<file path="src/rtl/fetch_pkg.sv">
// Shared types and constants for the instruction fetch sequencer.
// Holds the FSM state encoding, the address/data width and the default reset PC.
package fetch_pkg;

    localparam int XLEN = 32;

    localparam logic [XLEN-1:0] DEFAULT_RESET_PC = 32'h0000_0000;

    typedef enum logic [2:0] {
        ST_IDLE = 3'd0,
        ST_REQ  = 3'd1,
        ST_WAIT = 3'd2,
        ST_HOLD = 3'd3,
        ST_ERR  = 3'd4
    } fetch_state_t;

endpackage

</file>
<file path="src/rtl/fetch_perf_counters.sv">
// Saturating fetch/stall event counters for the fetch sequencer.
// Ports: clk, rst (async high), fire/stall event strobes, fetch_count, stall_count.
module fetch_perf_counters
    import fetch_pkg::*;
(
    input  logic            clk,
    input  logic            rst,
    input  logic            fire,
    input  logic            stall,
    output logic [XLEN-1:0] fetch_count,
    output logic [XLEN-1:0] stall_count
);

    always_ff @(posedge clk or posedge rst) begin
        if (rst) begin
            fetch_count <= '0;
            stall_count <= '0;
        end else begin
            if (fire && (fetch_count != '1))
                fetch_count <= fetch_count + 1'b1;
            if (stall && (stall_count != '1))
                stall_count <= stall_count + 1'b1;
        end
    end

endmodule

</file>
<file path="src/rtl/fetch_sequencer.sv">
// Instruction fetch sequencer: issues one imem read at a time, holds the
// result for decode, handles branch redirects and a sticky fetch timeout.
// Ports: clk, rst (async high), enable, isBranch/jump_value (redirect),
//   imem_req/imem_addr/imem_ready/imem_data (memory), instruction/instr_pc/
//   instr_valid/instr_ready (decode handshake), pc, fetch_err.
// Build option FETCH_PERF_CNT_EN adds fetch_count and stall_count outputs.
module fetch_sequencer
    import fetch_pkg::*;
#(
    parameter logic [31:0] RESET_PC = DEFAULT_RESET_PC,
    parameter int          MAX_WAIT = 15
) (
    input  logic            clk,
    input  logic            rst,
    input  logic            enable,
    input  logic            isBranch,
    input  logic [XLEN-1:0] jump_value,
    output logic            imem_req,
    output logic [XLEN-1:0] imem_addr,
    input  logic            imem_ready,
    input  logic [XLEN-1:0] imem_data,
    output logic [XLEN-1:0] instruction,
    output logic [XLEN-1:0] instr_pc,
    output logic            instr_valid,
    input  logic            instr_ready,
    output logic [XLEN-1:0] pc,
    output logic            fetch_err
`ifdef FETCH_PERF_CNT_EN
    ,
    output logic [XLEN-1:0] fetch_count,
    output logic [XLEN-1:0] stall_count
`endif
);

    localparam logic [7:0] WAIT_LAST = 8'(MAX_WAIT - 1);

    fetch_state_t    state, state_nxt;
    logic [XLEN-1:0] pc_nxt;
    logic [7:0]      wcnt, wcnt_nxt;
    logic            squash, squash_nxt;
    logic            err_nxt;
    logic            capture;

    always_ff @(posedge clk or posedge rst) begin
        if (rst) begin
            state       <= ST_IDLE;
            pc          <= RESET_PC;
            wcnt        <= '0;
            squash      <= 1'b0;
            fetch_err   <= 1'b0;
            instruction <= '0;
            instr_pc    <= '0;
        end else begin
            state     <= state_nxt;
            pc        <= pc_nxt;
            wcnt      <= wcnt_nxt;
            squash    <= squash_nxt;
            fetch_err <= err_nxt;
            if (capture) begin
                instruction <= imem_data;
                instr_pc    <= pc;
            end
        end
    end

    always_comb begin
        state_nxt  = state;
        pc_nxt     = pc;
        wcnt_nxt   = wcnt;
        squash_nxt = squash;
        err_nxt    = fetch_err;
        capture    = 1'b0;
        case (state)
            ST_IDLE: begin
                // A redirect in IDLE only moves pc; fetch starts next cycle.
                if (isBranch)
                    pc_nxt = jump_value;
                else if (enable)
                    state_nxt = ST_REQ;
            end
            ST_REQ: begin
                wcnt_nxt   = '0;
                squash_nxt = 1'b0;
                state_nxt  = ST_WAIT;
                if (isBranch) begin
                    pc_nxt     = jump_value;
                    squash_nxt = 1'b1;
                end
            end
            ST_WAIT: begin
                wcnt_nxt = wcnt + 8'd1;
                if (imem_ready) begin
                    if (squash || isBranch) begin
                        // Stale data: drop it and refetch from the new pc.
                        state_nxt  = ST_REQ;
                        squash_nxt = 1'b0;
                        if (isBranch)
                            pc_nxt = jump_value;
                    end else begin
                        capture   = 1'b1;
                        pc_nxt    = pc + 32'd1;
                        state_nxt = ST_HOLD;
                    end
                end else begin
                    if (isBranch) begin
                        pc_nxt     = jump_value;
                        squash_nxt = 1'b1;
                    end
                    // Timeout wins even over a pending squash.
                    if (wcnt == WAIT_LAST) begin
                        state_nxt = ST_ERR;
                        err_nxt   = 1'b1;
                    end
                end
            end
            ST_HOLD: begin
                if (isBranch) begin
                    pc_nxt    = jump_value;
                    state_nxt = ST_REQ;
                end else if (instr_ready) begin
                    state_nxt = enable ? ST_REQ : ST_IDLE;
                end
            end
            ST_ERR: begin
                state_nxt = ST_ERR;
            end
            default: begin
                state_nxt = ST_IDLE;
            end
        endcase
    end

    assign imem_req    = (state == ST_REQ);
    assign imem_addr   = imem_req ? pc : '0;
    assign instr_valid = (state == ST_HOLD);

`ifdef FETCH_PERF_CNT_EN
    fetch_perf_counters u_perf (
        .clk         (clk),
        .rst         (rst),
        .fire        (instr_valid & instr_ready),
        .stall       (state == ST_WAIT),
        .fetch_count (fetch_count),
        .stall_count (stall_count)
    );
`endif

endmodule

</file>
<file path="config.mk">
export PLATFORM = sky130hd
export DESIGN_NAME = fetch_sequencer
export DESIGN_NICKNAME = d
export VERILOG_FILES = /design/src/rtl/fetch_pkg.sv /design/src/rtl/fetch_perf_counters.sv /design/src/rtl/fetch_sequencer.sv
export SDC_FILE = /design/constraint.sdc
export NUM_CORES = 1
export LEC_CHECK = 0
export CAP_MARGIN = 40
export CORE_ASPECT_RATIO = 1.5
export CORE_MARGIN = 2
export CORE_UTILIZATION = 49
export DETAILED_ROUTE_END_ITERATION = 10
export PLACE_DENSITY = 0.95
export SYNTH_ARGS = -nofsm -noshare
export SYNTH_HDL_FRONTEND = slang
export SYNTH_SLANG_ARGS = --single-unit
</file>
<file path="constraint.sdc">
create_clock -name clk -period 10.3 [get_ports clk]
set_input_delay 2.06 -clock clk [delete_from_list [all_inputs] [get_ports clk]]
set_output_delay 2.06 -clock clk [all_outputs]
set_load 0.05 [all_outputs]
</file>
### After elaboration in Yosys (flattened, before gate mapping)

Index checks and enable logic that the tools add are counted.

| word-level totals | value |
|---|---|
| flip-flop bits (word level) | 109 |

| cells by class | value |
|---|---|
| $add $sub $neg | 2 |
| eq/ne operators | 11 |
| mux-type cells | 23 |
| bitwise gates (word level) | 1 |
| reduce and logical (&&, ||, !) cells | 8 |

Operator list:

| operator | count |
|---|---|
| $mux 32 | 4 |
| $pmux 32 s2 | 1 |
| $add 32x1->32 const B | 1 |
| $mux 3 | 6 |
| $pmux 8 s2 | 1 |
| $pmux 3 s5 | 1 |
| $ne 3x3->1 const B | 3 |
| $add 8x1->8 const B | 1 |
| $eq 8x4->1 const B | 1 |
| $mux 1 | 8 |
| $eq 3x2->1 const B | 2 |
| $reduce_and 3->1 | 2 |
| $ne 2x2->1 const B | 2 |
| $reduce_and 4->1 | 1 |
| $reduce_bool 2->1 | 2 |
| $eq 3x1->1 const B | 1 |
| $eq 3x3->1 const B | 1 |
| $logic_not 3->1 | 1 |
| $ne 3x2->1 const B | 1 |
| $reduce_or 3->1 | 1 |
| $mux 2 | 1 |
| $pmux 1 s2 | 1 |
| $logic_or 1x1->1 | 1 |
| $not 1->1 | 1 |

### Depth between registers and ports, before layout

Gate-level depths: netlist (run 1).

| depth | value |
|---|---|
| depth in word-level cells | 4 |
| gate-level depth with buffers | 8 |
| depth with buffers taken out | 7 |

### Worst setup path before layout (run 1)

No wires, ideal clock.

| timing | value |
|---|---|
| path type | register -> output |
| from | register state[0] |
| to | output port imem_addr[10] |
| arrival | 1672 ps |
| required time | 8240 ps |
| slack | 6568 ps |
| stages on the path, launching flop included | 5 |
| path through | dfrtp_1 -> clkbuf_1 -> nor2b_1 -> nand2_1 -> nor2_1 |

| on the way | value |
|---|---|
| longest elaborated chain between the ends | 2 |

Ends and longest elaborated chain:

| element | line | RTL |
|---|---|---|
| from (decl) | fetch_sequencer.sv:37 | `fetch_state_t state, state_nxt;` |
| from (signal assigned) | fetch_sequencer.sv:54 | `state <= state_nxt;` |
| $eq 3x1->1 | fetch_sequencer.sv:133 | `assign imem_req = (state == ST_REQ);` |
| $mux 32 | fetch_sequencer.sv:134 | `assign imem_addr = imem_req ? pc : '0;` |
| to (decl) | fetch_sequencer.sv:19 | `output logic [XLEN-1:0] imem_addr,` |

No other way between the ends.

### Worst setup path in the final report (run 1)

Same ends and word-level chain as after synthesis.

==> reports/results.ini, run 1 <==
[clock_network]
cts_hold_buffers=0
cts.sinks=109
cts_setup_buffers=0
numCtsBuffers=9
post_cts_resized=0
insertion_delay_ns=0.36
clock_path_buffers=2
clockRootBuffer=clkbuf_16
clock_tree.htree_level_count=3
clkTransAtPathRegs_ns=0.08
cts_tree=yes

[die]
die-area_sq_um=12200
die_h_um=134
die_w_um=90.8
num_rows=47
ios=201
core_area_sq_um=11000
start_util_pct=50.3

[final_layout]
multi_input_area_sq_um=2590
fin_util_pct=72.5
layout-drive-gt1-share_pct=4.67
syn_to_final_growth_pct=44.0
diodes=0
finalNetCount=903
seq_area_sq_um=2730
fillers=769

[timing]
slew_viol_final=0
tns_ns=0
clock.fmax_mhz=197
min_period_ns=5.07
finalHoldViolCount=0
skew_ns=0.00948
tightest_slew_ns=0.827
slew_headroom_pct=44.8
setup_viol=0
period_share_pct=49.2
grt_setup_unrepaired=no

[critical_path]
critPathLaunchType=register
reg2reg_slack_ns=7.38
path_max_fanout=19
cp.required_ns=8.24
crit_chain=nor2b_2 > buf_4 > nand2_1 > nor2_1 > clkdlybuf4s50_1
crit_family=buffers and inverters
ff2ff_path_depth=7
cp-end-kind=primary output
path_class=reg -> out
rr_endpoint=pc[30]
slowest_stage=clkdlybuf4s50_1
crit_arrival_ns=3.01
cp.buffers_inverters=2
timing.rr.start=state[2]
max_stage_delay_ns=0.81

[flow_run]
drv_cap=0

[logic_synthesis]
postSynth.asyncResetShare_pct=100
ys_seq_elements=109
synthTopCellsByArea=dfrtp_1 49%, nand2_1 14%, and3_1 4.4%
synthCells=654
synth-warning-count=0
yosysSeqAreaShare_pct=49.3
avgSynthCellArea_sq_um=8.46
synthDistinctLibCells=66
syn_nets=727
syn_area_sq_um=5530
synth.most_common_cell=nand2_1
synth_commonest_cells=212 x nand2_1, 109 x dfrtp_1, 39 x and3_1, 37 x o21ai_0, 32 x nor2_1
synth_ff_type=dfrtp_1
synth_edf_count=0
synth_top_area_share_pct=49.3
post-synth-top-area-cell=dfrtp_1

[hold_path]
holdCritStartpoint=instruction[1]
holdPathStages=2
holdPathEnd=instruction[1]
hold_class=reg -> reg

[grt]
grt_pass1_vias=5671
grt_max_degree=70
grt_overflow=0
track_usage_pct=30.0
grt_pass1_wl_mm=29.1
antenna_found_initial=0

[drt]
drt-total-wl_mm=18.3
met1_length_mm=6.75
dr.pass1.iters=6
ant_nets=0
post_drt_wl_per_cell_um=18.6
drtIter0Drc=564
wl_met3_mm=1.41
vias_per_cell=5.96
vias=5849
top_layer_used=met4
met2_length_mm=9.39
route.detailed.drc=0

[power]
power.density_nw_per_um2=299
vdd_ir_drop_max_mv=0.171
p_leak_nw=3.62

[placed_design]
gp_congestion=0.872
io_buffers=200
hpwl_mm=12.8

[status]
status=complete, no violations

-- area by class of cell --
class,instances,area share [%]
clock inverters,7,1.04
inverters,10,0.503
repair buffers,209,26.6
clock buffers,9,2.83
flip-flops and latches,109,34.2
multi-input cells,491,32.5
well taps,147,2.31
-- routing by layer --
layer / global-route usage, % / vias up
li1: - / 2624
met1: 35.9 / 2781
met2: 52.1 / 371
met3: 3.99 / 73
met4: 16.6 / 0
met5: 0 / -
-- state kept, by name, summed over array words and instances (netlist names) --
name,count
squash,1
state,3
instr_pc,32
wcnt,8
instruction,32
fetch_err,1
pc,32
-- cell usage in the layout, fill, tap and decap left out, drive strengths merged, types with 3 or more instances in the layout --
| cell | netlist | final |
|---|---|---|
| nand2 | 212 | 212 |
| nor4 | 7 | 7 |
| a211oi | 4 | 4 |
| nand4 | 14 | 14 |
| a21o | 5 | 5 |
| nor2 | 33 | 33 |
| nor2b | 4 | 4 |
| a31oi | 5 | 5 |
| inv | 9 | 12 |
| a21oi | 25 | 25 |
| a2bb2oi | 3 | 3 |
| and3 | 39 | 39 |
| dfrtp | 109 | 109 |
| nand3 | 17 | 17 |
| mux2i | 5 | 5 |
| a22oi | 6 | 6 |
| or4 | 4 | 4 |
| clkdlybuf4s50 | 0 | 200 |
| clkbuf | 29 | 9 |
| ha | 3 | 3 |
| o21ai | 37 | 37 |
| and4 | 4 | 4 |
| o211ai | 5 | 5 |
| buf | 15 | 9 |
| a32oi | 3 | 3 |
| nor3 | 12 | 12 |
| o22ai | 7 | 7 |
-- worst max-delay path by stage --
stage / endpoint / slack (ns) / from / cells past startpoint
after global placement: pc[18] / 5.10 / isBranch / 7
after global routing: imem_addr[10] / 5.11 / state[0] / 5
after floorplan: fetch_err / 5.37 / rst / 1
after CTS: imem_addr[10] / 5.27 / state[0] / 5
final: imem_addr[10] / 5.23 / state[0] / 5
after detailed placement: pc[30] / 5.22 / isBranch / 8
-- tightest hold or removal path, cell delays in order, from the launching register on --
cell and delay [ns]:
dfrtp_1 0.34, nand2_1 0.05, nand2_1 0.05
-- power breakdown --
part           internal (mW)  leakage [nW]  switching, mW
combinational          0.423          2.12          0.899
sequential             0.569          1.36          0.132
clock                  0.193         0.145          0.169
-- per-stage QoR --
stage	hold WS (ns)	setup slack [ns]	total power [mW]	instance area [sq um]	cells
5_1_grt	0.506	5.11	2.48	7970	982
2_1_floorplan	0.453	5.37	1.54	5530	654
3_5_place_dp	0.461	5.22	2.02	7660	966
6_report	0.475	5.23	2.38	7970	982
4_1_cts	0.480	5.27	2.39	7970	982
3_3_place_gp	0.456	5.10	1.97	7590	963
-- kinds of logic after synthesis --
kind of cell | share of synthesized area [%]
adder cells (fa/ha/maj) | 0.678
buffers and inverters | 4.09
XOR/XNOR | 0.317
multiplexers | 0.905
AND/OR/NAND/NOR | 30.4
flip-flops | 49.3
AO/OA/AOI/OAI | 14.3
(Power assumes the default switching activity.)
==> run 2, diff against run 1 <==
--- a/config.mk
+++ b/config.mk
@@ -8,9 +8,9 @@
 export CAP_MARGIN = 40
 export CORE_ASPECT_RATIO = 1.5
 export CORE_MARGIN = 2
-export CORE_UTILIZATION = 49
+export CORE_UTILIZATION = 45
 export DETAILED_ROUTE_END_ITERATION = 10
-export PLACE_DENSITY = 0.95
+export PLACE_DENSITY = 0.9
 export SYNTH_ARGS = -nofsm -noshare
 export SYNTH_HDL_FRONTEND = slang
 export SYNTH_SLANG_ARGS = --single-unit
==> constraint.sdc (replaced) <==
create_clock -name clk -period 5.2 [get_ports clk]
set_input_delay 1.04 -clock clk [delete_from_list [all_inputs] [get_ports clk]]
set_output_delay 1.04 -clock clk [all_outputs]
set_load 0.05 [all_outputs]
==> run 2 against run 1 <==
Sequential share of layout area fell by 0.080 points. Final cell count increased by 0.71%. Register-to-register slack worse by 4.9 ns. Sequential cell count unchanged. Routed wire length down 5.3%. Hold slack worse by 0.0041 ns. Combinational power up 96%. Power grew 97%. Clock power is 100% higher. Critical path type unchanged.
==> reports/results.ini, run 2 (same netlist as run 1, synthesis figures left out) <==
[placed_design]
dp.cells=973  ; +0.72%
gp_congestion=0.866  ; -0.64%
hpwl_mm=12.4  ; -3.4%
io_buffers=200  ; unchanged

[final_layout]
fillers=994  ; +29%
layout-drive-gt1-share_pct=4.43  ; -0.24 points
finalNonFillerCells=989  ; +0.71%
syn_to_final_growth_pct=44.3
layout_commonest_cell=nand2_1
diodes=0  ; unchanged
most-common-layout-cells=212 x nand2_1, 200 x clkdlybuf4s50_1, 109 x dfrtp_1
largestRegisters=instr_pc (32), instruction (32), pc (32)
finalNetCount=904  ; +0.11%

[timing]
slew_headroom_pct=48.2  ; +3.4 points
period_share_pct=73.9
tns_ns=0  ; unchanged
finalHoldViolCount=0  ; unchanged
slew_viol_final=0  ; unchanged
clock.fmax_mhz=260
grt_setup_unrepaired=no
skew_ns=0.0116  ; +0.00216 ns
min_period_ns=3.84
tightest_slew_ns=0.776  ; -0.0507 ns
setup_viol=0  ; unchanged

[grt]
grt_pass1_wl_mm=27.3  ; -6.0%
antenna_found_initial=1  ; +1
track_usage_pct=26.2  ; -3.8 points
grt_pass1_vias=5492  ; -3.2%
grt_max_degree=69  ; -1.4%
grt_overflow=0  ; unchanged

[drt]
vias_per_cell=5.67  ; -4.7%
dr.pass1.iters=5  ; -1
drtIter0Drc=488  ; -13%
post_drt_wl_per_cell_um=17.5  ; -5.9%
vias=5611  ; -4.1%
drt-total-wl_mm=17.4  ; -5.3%
route.detailed.drc=0  ; unchanged
ant_nets=0  ; unchanged

[die]
core_area_sq_um=12000  ; +9.3%
die-area_sq_um=13200  ; +8.6%
ios=201  ; unchanged
die_h_um=140  ; +4.2%
num_rows=49  ; +4.3%
start_util_pct=46.0  ; -4.3 points
die_w_um=94.5  ; +4.2%

[critical_path]
ff2ff_path_depth=7  ; unchanged
path_max_fanout=28  ; +9
critPathLaunchType=register
path_class=reg -> out
crit_arrival_ns=2.80  ; -0.21 ns
timing.rr.start=state[2]
cp-end-kind=primary output
cp.required_ns=4.16  ; -4.08 ns
endpoint=imem_addr[20]
crit_path_start=state[2]
reg2reg_slack_ns=2.44  ; -4.94 ns
rr_endpoint=pc[30]

[status]
status=complete, no violations

[power]
power.density_nw_per_um2=589  ; +97%
vdd_ir_drop_max_mv=0.350  ; +100%
p_leak_nw=3.63  ; +0.25%

[clock_network]
cts_setup_buffers=0  ; unchanged
cts.sinks=109  ; unchanged
numCtsBuffers=9  ; unchanged
clockRootBuffer=clkbuf_16
clock_tree.htree_level_count=3  ; unchanged
post_cts_resized=0  ; unchanged
clkTransAtPathRegs_ns=0.07  ; about the same
cts_tree=yes
insertion_delay_ns=0.34  ; -0.02 ns
cts_hold_buffers=0  ; unchanged
clock_path_buffers=2  ; unchanged

[flow_run]
drv_cap=0  ; unchanged

[hold_path]
hold_class=reg -> reg
holdPathStages=2  ; unchanged

[run 2: cell count changes in the layout (fill, tap and decap cells not counted)]
cell	change
buf_4	+2
buf_8	-1
bufinv_16	+1
clkbuf_1	+3
clkbuf_8	+1
clkinvlp_4	-2
inv_6	-2
inv_8	-1
[run 2: cell type report]
cell class / count / area, sq um / area share, %
Sequential cell: 109 / 2730 / 34.2
Multi-Input combinational cell: 491 / 2590 / 32.4
Timing Repair Buffer: 210 / 2120 / 26.5
Clock buffer: 13 / 250 / 3.13
Tap cell: 153 / 191 / 2.40
Clock inverter: 3 / 68.8 / 0.862
Inverter: 10 / 40.0 / 0.501
[run 2: report_power, final]
group          leakage (nW)  internal, mW  switching, mW
logic                  2.12         0.837           1.75
clock network         0.154         0.437          0.299
registers              1.36          1.13          0.254
total                  3.63          2.40           2.31
[run 2: per-layer routing]
metal | GRT usage, % | up-vias | part of all wire [%]
li1 | - | 2619 | -
met3 | 3.57 | 55 | 6.7
met1 | 31.5 | 2676 | 38
met2 | 46.0 | 261 | 52
met4 | 11.5 | 0 | 3.4
met5 | 0 | - | 0
[run 2: how the worst min path moves through the flow]
stage / start / end / slack [ns]
3_3_place_gp: instruction[15] / instruction[15] / 0.46
5_1_grt: instruction[23] / instruction[23] / 0.49
2_1_floorplan: wcnt[7] / wcnt[7] / 0.45
4_1_cts: instr_pc[7] / instr_pc[7] / 0.48
6_report: instruction[28] / instruction[28] / 0.47
3_5_place_dp: instruction[23] / instruction[23] / 0.46
[run 2: worst max-delay path: stages, from the launching register on]
cell	delay, ns
dfrtp_1	0.58
buf_16	0.26
nor2b_2	0.24
buf_4	0.35
and3_1	0.21
clkdlybuf4s50_1	0.80
[run 2: stage by stage]
step | hold WS (ns) | setup slack, ns | total power, mW | cell area, sq um | util (%)
after floorplan | 0.453 | 1.29 | 3.04 | 5530 | -
after global placement | 0.456 | 1.67 | 3.91 | 7610 | 63.3
after detailed placement | 0.461 | 1.61 | 3.99 | 7670 | 63.8
after CTS | 0.478 | 1.37 | 4.73 | 7990 | 66.5
after global routing | 0.494 | 1.27 | 4.92 | 7990 | 66.5
final | 0.471 | 1.36 | 4.71 | 7990 | 66.5
==> run 3, diff against run 2 <==
--- a/config.mk
+++ b/config.mk
@@ -8,9 +8,9 @@
 export CAP_MARGIN = 40
 export CORE_ASPECT_RATIO = 1.5
 export CORE_MARGIN = 2
-export CORE_UTILIZATION = 45
+export CORE_UTILIZATION = 41
 export DETAILED_ROUTE_END_ITERATION = 10
-export PLACE_DENSITY = 0.9
+export PLACE_DENSITY = 0.86
 export SYNTH_ARGS = -nofsm -noshare
 export SYNTH_HDL_FRONTEND = slang
 export SYNTH_SLANG_ARGS = --single-unit
==> constraint.sdc (replaced) <==
create_clock -name clk -period 3.3 [get_ports clk]
set_input_delay 0.66 -clock clk [delete_from_list [all_inputs] [get_ports clk]]
set_output_delay 0.66 -clock clk [all_outputs]
set_load 0.05 [all_outputs]
==> run 3 against run 2 <==
Final cell count grew 1.8%. Via count is 1.2% higher. Critical path depth decreased by 1. Critical endpoint is now imem_addr[19]. Highest routed layer unchanged.
==> reports/results.ini, run 3 (same netlist as run 1, synthesis figures left out) <==
[critical_path]
crit_arrival_ns=1.95  ; -0.85 ns
path_max_fanout=33  ; +18%
critPathLaunchType=register
timing.rr.start=pc[0]
path_class=reg -> out
cp.required_ns=2.64  ; -1.52 ns
crit_path_start=state[2]
cp-end-kind=primary output

[timing]
clock.fmax_mhz=383
tightest_slew_ns=0.734  ; -0.0424 ns
slew_headroom_pct=50.9  ; +2.7 points
tns_ns=0  ; unchanged
min_period_ns=2.61
period_share_pct=79.1
finalHoldViolCount=0  ; unchanged
slew_viol_final=0  ; unchanged
whs_ns=0.473  ; +0.00193 ns
layout_setup_ws_ns=0.689  ; -0.670 ns
skew_ns=0.0116  ; -0.0000379 ns
grt_setup_unrepaired=no
setup_viol=0  ; unchanged

[grt]
antenna_found_initial=0  ; -1
grt_overflow=0  ; unchanged
grt_pass1_vias=5434  ; -1.1%
grt_max_degree=54  ; -22%
track_usage_pct=24.3  ; -1.9 points
grt_pass1_wl_mm=28.1  ; +2.7%

[final_layout]
multi_input_area_sq_um=2600  ; +0.29%
layout_commonest_cell=nand2_1
largestRegisters=instr_pc (32), instruction (32), pc (32)
diodes=0  ; unchanged
most-common-layout-cells=212 x nand2_1, 166 x clkdlybuf4s50_1, 109 x dfrtp_1
seq_area_sq_um=2730  ; unchanged
fillers=1140  ; +15%
fin_util_pct=61.0  ; -5.4 points
layout-drive-gt1-share_pct=9.82  ; +5.4 points
syn_to_final_growth_pct=47.1
finalNetCount=913  ; +1.0%

[power]
p_leak_nw=3.78  ; +4.1%
total_power_mw=7.58  ; +61%
power.density_nw_per_um2=931  ; +58%
vdd_ir_drop_max_mv=0.482  ; +38%

[placed_design]
place_ws_ns=0.506  ; -1.11 ns
hpwl_mm=12.7  ; +2.8%
gp_congestion=0.872  ; +0.67%
io_buffers=200  ; unchanged

[clock_network]
clock_path_buffers=2  ; unchanged
insertion_delay_ns=0.36  ; +0.02 ns
post_cts_resized=0  ; unchanged
clock_tree.htree_level_count=3  ; unchanged
clockRootBuffer=clkbuf_16
numCtsBuffers=9  ; unchanged
cts.sinks=109  ; unchanged
cts_setup_buffers=0  ; unchanged
clkTransAtPathRegs_ns=0.07  ; about the same
cts_tree=yes
cts_hold_buffers=0  ; unchanged

[die]
die_w_um=98.9  ; +4.6%
core_area_sq_um=13300  ; +11%
die_h_um=146  ; +4.6%
num_rows=52  ; +6.1%
die-area_sq_um=14500  ; +9.4%
ios=201  ; unchanged
start_util_pct=41.5  ; -4.6 points

[status]
status=complete, no violations

[drt]
drt-total-wl_mm=17.7  ; +1.9%
post_drt_wl_per_cell_um=17.6  ; +0.10%
ant_nets=0  ; unchanged
route.detailed.drc=0  ; unchanged
vias_per_cell=5.64  ; -0.65%
vias=5676  ; +1.2%
dr.pass1.iters=5  ; unchanged
drtIter0Drc=332  ; -32%

[hold_path]
holdCritStartpoint=instr_pc[14]
hold_class=reg -> reg

[flow_run]
drv_cap=0  ; unchanged

-- run 3: cell count changes in the layout (fill, tap and decap cells not counted) --
cell	change
inv_4	-1
clkinvlp_4	+1
clkbuf_8	-1
buf_12	+13
clkdlybuf4s50_1	-34
nand3_4	+1
buf_16	-2
clkbuf_1	-3
bufinv_16	+1
nand3_2	-1
buf_4	+32
inv_6	+2
clkinv_2	+1
-- run 3: cell type report --
class                      instances  share of cell area [%]
clock buffer                       9                    2.77
tap                              162                    2.49
multi-input combinational        491                    31.9
inverter                          10                   0.507
clock inverter                     7                    1.49
sequential                       109                    33.5
timing repair buffer             219                    27.3
-- run 3: critical path, stage by stage (launching register included) --
cell	delay [ns]
dfrtp_1	0.61
nor2b_2	0.21
buf_4	0.34
and3_1	0.27
buf_12	0.15
-- run 3: where the power goes --
part,internal (mW),switching (mW),total [mW]
combinational,1.36,2.80,4.15
clock,0.748,0.510,1.26
sequential,1.78,0.392,2.17
total,3.88,3.70,7.58
-- run 3: final timing paths --
kind / to / slack (ns) / depth (start not counted)
max: imem_addr[19] / 0.69 / 4
min: instr_pc[14] / 0.47 / 2
max reg2reg: pc[28] / 0.89 / 6
min reg2reg: instr_pc[14] / 0.47 / 2
max in group asynchronous: instruction[3] / 1.96 / 3
min in group asynchronous: instruction[20] / 0.69 / 2
-- run 3: metrics by stage --
stage	cell area [sq um]	cells
4_1_cts	8140	1007
6_report	8140	1007
5_1_grt	8140	1007
3_5_place_dp	7790	991
3_3_place_gp	7790	991
2_1_floorplan	5540	654
-- run 3: per-layer routing --
layer  up-vias  global-route usage, %  wire [um]
li1       2649                      -          -
met1      2726                   30.2       6920
met2       261                   40.9       8910
met3        40                   4.26       1220
met4         0                   11.4        633
met5         -                      0          0
